--- src/rtl/wb_pkg.sv ---
// Shared writeback definitions: WB mux select encoding and long-latency FIFO depth.
package wb_pkg;

  typedef enum logic [1:0] {
    WB_NPC = 2'b00,
    WB_ALU = 2'b01,
    WB_MEM = 2'b10,
    WB_IMM = 2'b11
  } wb_sel_e;

  localparam int unsigned FifoDepth = 2;

endpackage

--- src/rtl/wb_sel_mux.sv ---
// 4:1 pipeline writeback data select driven by the control unit's WBmuxSel.
module wb_sel_mux
  import wb_pkg::*;
#(
  parameter int unsigned N = 32
) (
  input  logic [1:0]   sel_i,
  input  logic [N-1:0] npc_i,
  input  logic [N-1:0] alu_i,
  input  logic [N-1:0] mem_i,
  input  logic [N-1:0] imm_i,
  output logic [N-1:0] data_o
);

  always_comb begin
    data_o = '0;
    unique case (wb_sel_e'(sel_i))
      WB_NPC:  data_o = npc_i;
      WB_ALU:  data_o = alu_i;
      WB_MEM:  data_o = mem_i;
      WB_IMM:  data_o = imm_i;
      default: data_o = '0;
    endcase
  end

endmodule

--- src/rtl/wb_arbiter.sv ---
// Register-file write-port arbiter: pipeline writeback vs. a 2-entry long-latency result FIFO.
// Define WB_AGE_EN to compile starvation aging that stalls the pipeline for an old FIFO head.
module wb_arbiter
  import wb_pkg::*;
#(
  parameter int unsigned N       = 32,
  parameter int unsigned AGE_MAX = 4
) (
  input  logic         clk,
  input  logic         rst_n,
  input  logic         pipe_valid,
  input  logic [4:0]   pipe_rd,
  input  logic [1:0]   WBmuxSel,
  input  logic [N-1:0] ALUres,
  input  logic [N-1:0] MEMread,
  input  logic [N-1:0] NPCin,
  input  logic [N-1:0] IMMin,
  input  logic         mul_valid,
  output logic         mul_ready,
  input  logic [4:0]   mul_rd,
  input  logic [N-1:0] mul_data,
  output logic         rf_we,
  output logic [4:0]   rf_waddr,
  output logic [N-1:0] rf_wdata,
  output logic         pipe_stall
);

  logic [N-1:0] pipe_data;

  wb_sel_mux #(
    .N (N)
  ) u_sel_mux (
    .sel_i  (WBmuxSel),
    .npc_i  (NPCin),
    .alu_i  (ALUres),
    .mem_i  (MEMread),
    .imm_i  (IMMin),
    .data_o (pipe_data)
  );

  logic [4:0]   fifo_rd_q   [FifoDepth];
  logic [N-1:0] fifo_data_q [FifoDepth];
  logic         wptr_q, rptr_q;
  logic [1:0]   cnt_q, cnt_d;
  logic         fifo_nempty, push, pop, override;
  logic         win;
  logic [4:0]   win_rd;
  logic [N-1:0] win_data;

  assign fifo_nempty = (cnt_q != 2'd0);
  // Full check uses registered count only, so a same-cycle pop never frees a slot.
  assign mul_ready   = (cnt_q != 2'(FifoDepth));
  assign push        = mul_valid && mul_ready;

`ifdef WB_AGE_EN
  localparam int unsigned AgeW = $clog2(AGE_MAX + 1);

  logic [AgeW-1:0] age_q, age_d;

  assign override = fifo_nempty && (age_q == AgeW'(AGE_MAX));

  always_comb begin
    age_d = age_q;
    if (!fifo_nempty || pop) begin
      age_d = '0;
    end else if (age_q != AgeW'(AGE_MAX)) begin
      age_d = age_q + 1'b1;
    end
  end

  always_ff @(posedge clk) begin
    if (!rst_n) begin
      age_q <= '0;
    end else begin
      age_q <= age_d;
    end
  end
`else
  logic unused_age_max;
  assign unused_age_max = ^AGE_MAX;
  assign override       = 1'b0;
`endif

  assign pipe_stall = override && pipe_valid;

  always_comb begin
    win      = 1'b0;
    pop      = 1'b0;
    win_rd   = pipe_rd;
    win_data = pipe_data;
    if (override || (!pipe_valid && fifo_nempty)) begin
      pop      = 1'b1;
      win      = 1'b1;
      win_rd   = fifo_rd_q[rptr_q];
      win_data = fifo_data_q[rptr_q];
    end else if (pipe_valid) begin
      win = 1'b1;
    end
  end

  assign cnt_d = cnt_q + {1'b0, push} - {1'b0, pop};

  always_ff @(posedge clk) begin
    if (!rst_n) begin
      cnt_q  <= '0;
      wptr_q <= 1'b0;
      rptr_q <= 1'b0;
    end else begin
      cnt_q <= cnt_d;
      if (push) wptr_q <= wptr_q + 1'b1;
      if (pop)  rptr_q <= rptr_q + 1'b1;
    end
  end

  always_ff @(posedge clk) begin
    if (push) begin
      fifo_rd_q[wptr_q]   <= mul_rd;
      fifo_data_q[wptr_q] <= mul_data;
    end
  end

  // An x0 winner still consumes its slot; only the write enable is suppressed.
  always_ff @(posedge clk) begin
    if (!rst_n) begin
      rf_we    <= 1'b0;
      rf_waddr <= '0;
      rf_wdata <= '0;
    end else begin
      rf_we <= win && (win_rd != 5'd0);
      if (win) begin
        rf_waddr <= win_rd;
        rf_wdata <= win_data;
      end
    end
  end

endmodule

--- config.mk ---
export PLATFORM = sky130hd
export DESIGN_NAME = wb_arbiter
export DESIGN_NICKNAME = d
export VERILOG_FILES = /design/src/rtl/wb_pkg.sv /design/src/rtl/wb_sel_mux.sv /design/src/rtl/wb_arbiter.sv
export SDC_FILE = /design/constraint.sdc
export NUM_CORES = 1
export LEC_CHECK = 0
export CELL_PAD_IN_SITES_DETAIL_PLACEMENT = 0
export CELL_PAD_IN_SITES_GLOBAL_PLACEMENT = 1
export CORE_MARGIN = 2
export CORE_UTILIZATION = 34
export DETAILED_ROUTE_END_ITERATION = 12
export PLACE_DENSITY_LB_ADDON = 0.2
export REMOVE_ABC_BUFFERS = 1
export SETUP_SLACK_MARGIN = 0.5
export SYNTH_ARGS = -nofsm -noshare
export SYNTH_HDL_FRONTEND = slang
export SYNTH_SLANG_ARGS = --single-unit
--- constraint.sdc ---
create_clock -name clk -period 3.7 [get_ports clk]
set_input_delay 0.74 -clock clk [delete_from_list [all_inputs] [get_ports clk]]
set_output_delay 0.74 -clock clk [all_outputs]
set_load 0.005 [all_outputs]
Word-level counts from Yosys, hierarchy flattened
Memories as Yosys holds them, arrays and structs flattened. A register that Yosys moved wholly into a read port is not among the register bits.
Cells that the tools add are included.

word-level totals
  register bits = 42
  bits in writable memories = 74
  output and inout port bits = 40
  word-level logic and storage cells = 35
  memories = 2

cells by class
  add/sub/neg operators = 4
  equality and inequality tests = 4
  muxes and demuxes = 12
  reduce and logical (&&, ||, !) cells = 7

memories
  memory       depth  bits a word  read ports  clocked after Yosys merged registers in  write ports  line              source
  fifo_data_q  2      32           1           1                                        1            wb_arbiter.sv:42  logic [N-1:0] fifo_data_q [FifoDepth];
  fifo_rd_q    2      5            1           1                                        1            wb_arbiter.sv:41  logic [4:0] fifo_rd_q [FifoDepth];

operators with widths
  cell                 count
  $pmux 32 s4          1
  $mux 32              1
  $mux 1               9
  $mux 5               1
  $reduce_bool 5->1    1
  $eq 2x2->1 const B   2
  $logic_and 1x1->1    3
  $add 1x1->1 const B  2
  $add 2x1->2          1
  $eq 2x1->1 const B   1
  $logic_not 2->1      1
  $ne 2x2->1 const B   1
  $reduce_bool 2->1    1
  $sub 2x1->2          1
  $logic_not 1->1      1

Depth between registers and ports, before layout
  word-level depth = 5
  gate-level depth with buffers = 8

Modules after synthesis
Synthesis repeated with hierarchy kept, for this count alone.

unflattened totals
  cell total of the unflattened synthesis = 358
  area total of the unflattened synthesis = 5341.4 µm²

modules (own cells, without submodules)
  module      instances  cells an instance  area an instance (µm²)  seq. area each (µm²)
  wb_arbiter  1          319                4526.8                  3083.0
  wb_sel_mux  1          39                 814.5                   0.0

Least setup slack after synthesis
No wires, ideal clock.

  kind = input to register
  from = input port mul_valid
  to = memory fifo_data_q[0][0], enable pin
  arrival time = 2396 ps
  slack = 873 ps
  stages = 2
  cells stage by stage = nand2_1 nor2_1

on the way
  cells in the longest elaborated chain, start to end = 3

ends and longest elaborated chain
  item                          line               source
  start, declared               wb_arbiter.sv:18   input logic mul_valid,
  $logic_and 1x1->1             wb_arbiter.sv:53   assign push = mul_valid && mul_ready;
  $mux 1                        wb_arbiter.sv:116  if (push) begin
  $mux 1 (implied by the code)  wb_arbiter.sv:118  fifo_data_q[wptr_q] <= mul_data;
  end, declared                 wb_arbiter.sv:42

No other way between the ends.

Worst setup path after layout
  from = register cnt_q[0]
  to = output port mul_ready

on the way
  cells in the longest elaborated chain, start to end = 1

ends and longest elaborated chain
  item                    line               source
  start, declared         wb_arbiter.sv:44   logic [1:0] cnt_q, cnt_d;
  start signal, assigned  wb_arbiter.sv:109  cnt_q <= cnt_d;
  $ne 2x2->1              wb_arbiter.sv:52   assign mul_ready = (cnt_q != 2'(FifoDepth));
  end, declared           wb_arbiter.sv:19   output logic mul_ready,

No other way between the ends.

==> run_results.csv <==
group,metric,value,unit
status,run_status,"finished, final reports clean",
place,place.gp.congestion,0.694,
clocking,clock_sinks,117,
power,p_leak,2.95,nW
clocking,clock_path_buffers,2,
layout,stdcell_count,826,
sta,grt_setup_unrepaired,"false",
global_routing,track_usage,0.171,
floorplanning,die_area,17100,sq um
critical_path,cp-start-kind,"flop",
critical_path,cpPeakStageDelay,0.51,ns
route,ant_nets,0,
clocking,cts_setup_buffers,0,
global_routing,first_global_vias,4188,
sta,tightest_slew,0.909,ns
global_routing,grtUsageMet2,0.300,
critical_path,worstSetupEndpointType,"primary output",
power,power.density,553,nW/um^2
sta,drv_slew,0,
clocking,clk_pin_slew,0.05,ns
logic_synthesis,yosys.area.top_type,"edfxtp_1",
layout,final_util,0.523,
logic_synthesis,synth_seq_cells,117,
worst_hold_path,hp-class,"reg -> reg",
clocking,cts_resized,0,
sta,fin_crit,2.22,ns
layout,area_growth,51.1,%
global_routing,grt_max_degree,67,
critical_path,r2r_cells,5,
critical_path,crit_buf_inv,1,
place,dp_hpwl,9.83,mm
floorplanning,std_cell_rows,46,
layout,layout_common_cells,"clkdlybuf4s50_1 (211), edfxtp_1 (74), dfxtp_1 (42)",
route,viasPerCell,4.82,
critical_path,ff2ff_setup_slack,1.65,ns
global_routing,overflow,0,
logic_synthesis,syn_area_per_cell,14.0,sq um
floorplanning,coreArea,15800,sq um
sta,tns,0,ns
logic_synthesis,ys_warn_count,0,
place,placed_area,7700,sq um
global_routing,met1_usage,0.187,
global_routing,grt_use_met3,0.0672,
run,max_cap_viol_count,0,
global_routing,busiest_layer,"met2",
clocking,clk_latency,0.41,ns
logic_synthesis,synth_top_area_share,0.407,
floorplanning,die_h,131,um
route,post_drt_wl_per_cell,16.9,um
logic_synthesis,synthTopCellsByArea,"edfxtp_1 (41%), dfxtp_1 (16%), mux4_2 (13%)",
sta,setup_viol,0,
clocking,holdBufCountCts,0,
layout,final_nets,775,
logic_synthesis,async_flop_share,0,
critical_path,worstPathCellList,"nand2b_1 -> clkdlybuf4s50_1",
route,first_pass_iters,5,
logic_synthesis,synth_edf_count,74,
logic_synthesis,syn_area,5460,sq um
clocking,numCtsBuffers,17,
critical_path,rr_startpoint,"cnt_q[1]",
power,peakVddDrop,0.390,mV
layout,diodes,0,
sta,maxSlewHeadroom,0.394,
critical_path,cp.arrival,1.48,ns
critical_path,worstSetupPathType,"reg -> out",
sta,fmax,0.450,GHz
clocking,clockRootBuffer,"clkbuf_16",
critical_path,cpLargestDelayFamily,"buffers and inverters",
critical_path,cp_max_fo,5,
critical_path,worst_ep_required_time,2.96,ns
floorplanning,io_pins,216,
route,drt_iter0_drc,186,
clocking,htree_levels,4,
layout,design_area,8250,sq um
worst_hold_path,hold_depth,2,
logic_synthesis,ys_seq_area_frac,0.565,
sta,min_period_over_period,0.600,
floorplanning,dieWidth,131,um
critical_path,r2r_end,"rf_wdata[0]",
route,drc,0,
layout,drive_gt1_frac,0.128,
critical_path,worst-path-stages,2,
global_routing,antenna_found_initial,0,
critical_path,startpoint,"cnt_q[0]",
floorplanning,start_util,0.346,
sta,holdWs,0.454,ns
sta,hold_viol,0,
route,routed_wl,13.9,mm
logic_synthesis,ys.flop_type,"edfxtp_1",
place,dp_cells,794,
route,vias,3982,
layout,final_common_cell,"clkdlybuf4s50_1",
logic_synthesis,synth_cells,389,
place,io_buffers,214,
critical_path,cp_slowest_cell,"clkdlybuf4s50_1",
global_routing,grt_pass1_wl,21.5,mm
clocking,cts_tree,"done",
critical_path,endpoint,"mul_ready",
sta,fin_skew,0.00740,ns
logic_synthesis,synth.distinct_cells,32,
## layout make-up
cell class	count	area [sq um]
Inverter	1	3.75
Sequential cell	117	3080
Multi-Input combinational cell	240	2170
Timing Repair Buffer	220	2170
Fill cell	1412	7520
Clock inverter	5	47.5
Clock buffer	27	503
Tap cell	216	270
## worst min path at each step
stage | slack [ns] | endpoint | start
6_report | 0.45 | rf_waddr[2] | rf_waddr[2]
5_1_grt | 0.49 | rf_waddr[1] | rf_waddr[1]
4_1_cts | 0.46 | rf_waddr[2] | rf_waddr[2]
3_5_place_dp | 0.45 | rf_waddr[2] | rf_waddr[2]
3_3_place_gp | 0.44 | rf_waddr[0] | rf_waddr[0]
2_1_floorplan | 0.45 | rf_waddr[2] | rf_waddr[2]
## sequential cells by signal, indices dropped and copies added (netlist names), named ones only
| register | count |
|---|---|
| fifo_data_q | 64 |
| rf_wdata | 32 |
| fifo_rd_q | 10 |
| rf_waddr | 5 |
| cnt_q | 2 |
| rf_we | 1 |
| rptr_q | 1 |
| wptr_q | 1 |
## cells by family after synthesis
kind of cell / after synthesis / synth area share
flops: 117 / 0.565
simple gates: 88 / 0.0671
mux: 74 / 0.212
compound gates: 71 / 0.105
buf+inv: 32 / 0.0399
xor+xnor: 4 / 0.00642
fa+ha+maj: 2 / 0.00458
other cells: 1 / 0.000687
## cell usage after synthesis, types with 6 or more instances
cell / number
edfxtp_1: 74
dfxtp_1: 43
nand2_1: 40
a21boi_1: 35
nor2_1: 35
mux2i_1: 34
a211o_1: 32
mux4_2: 32
buf_6: 10
clkbuf_1: 9
and2_1: 7
buf_2: 6
mux2_2: 6
## metrics by stage
step,setup WS (ns),total power [W]
2_1_floorplan,0.873,0.00250
3_3_place_gp,1.20,0.00307
3_5_place_dp,1.13,0.00310
4_1_cts,1.47,0.00463
5_1_grt,1.39,0.00482
6_report,1.48,0.00456
## report_power, final
part	total [W]	internal [W]	switching, W
Combinational	0.00130	0.000703	0.000592
Clock	0.00152	0.000986	0.000533
Sequential	0.00175	0.00163	0.000115
Total	0.00456	0.00332	0.00124
## worst reg2reg max path: stages, from the launching register on
cell	delay [ns]
dfxtp_1	0.41
or2_2	0.60
buf_4	0.46
nor2_1	0.09
a211o_1	0.28
a21boi_1	0.14
## metal layers
| metal | share of wire | vias up |
|---|---|---|
| li1 | - | 1894 |
| met1 | 0.39 | 1916 |
| met2 | 0.50 | 154 |
| met3 | 0.088 | 18 |
| met4 | 0.018 | 0 |
| met5 | 0 | - |
Power figures use the tool's default switching activity.
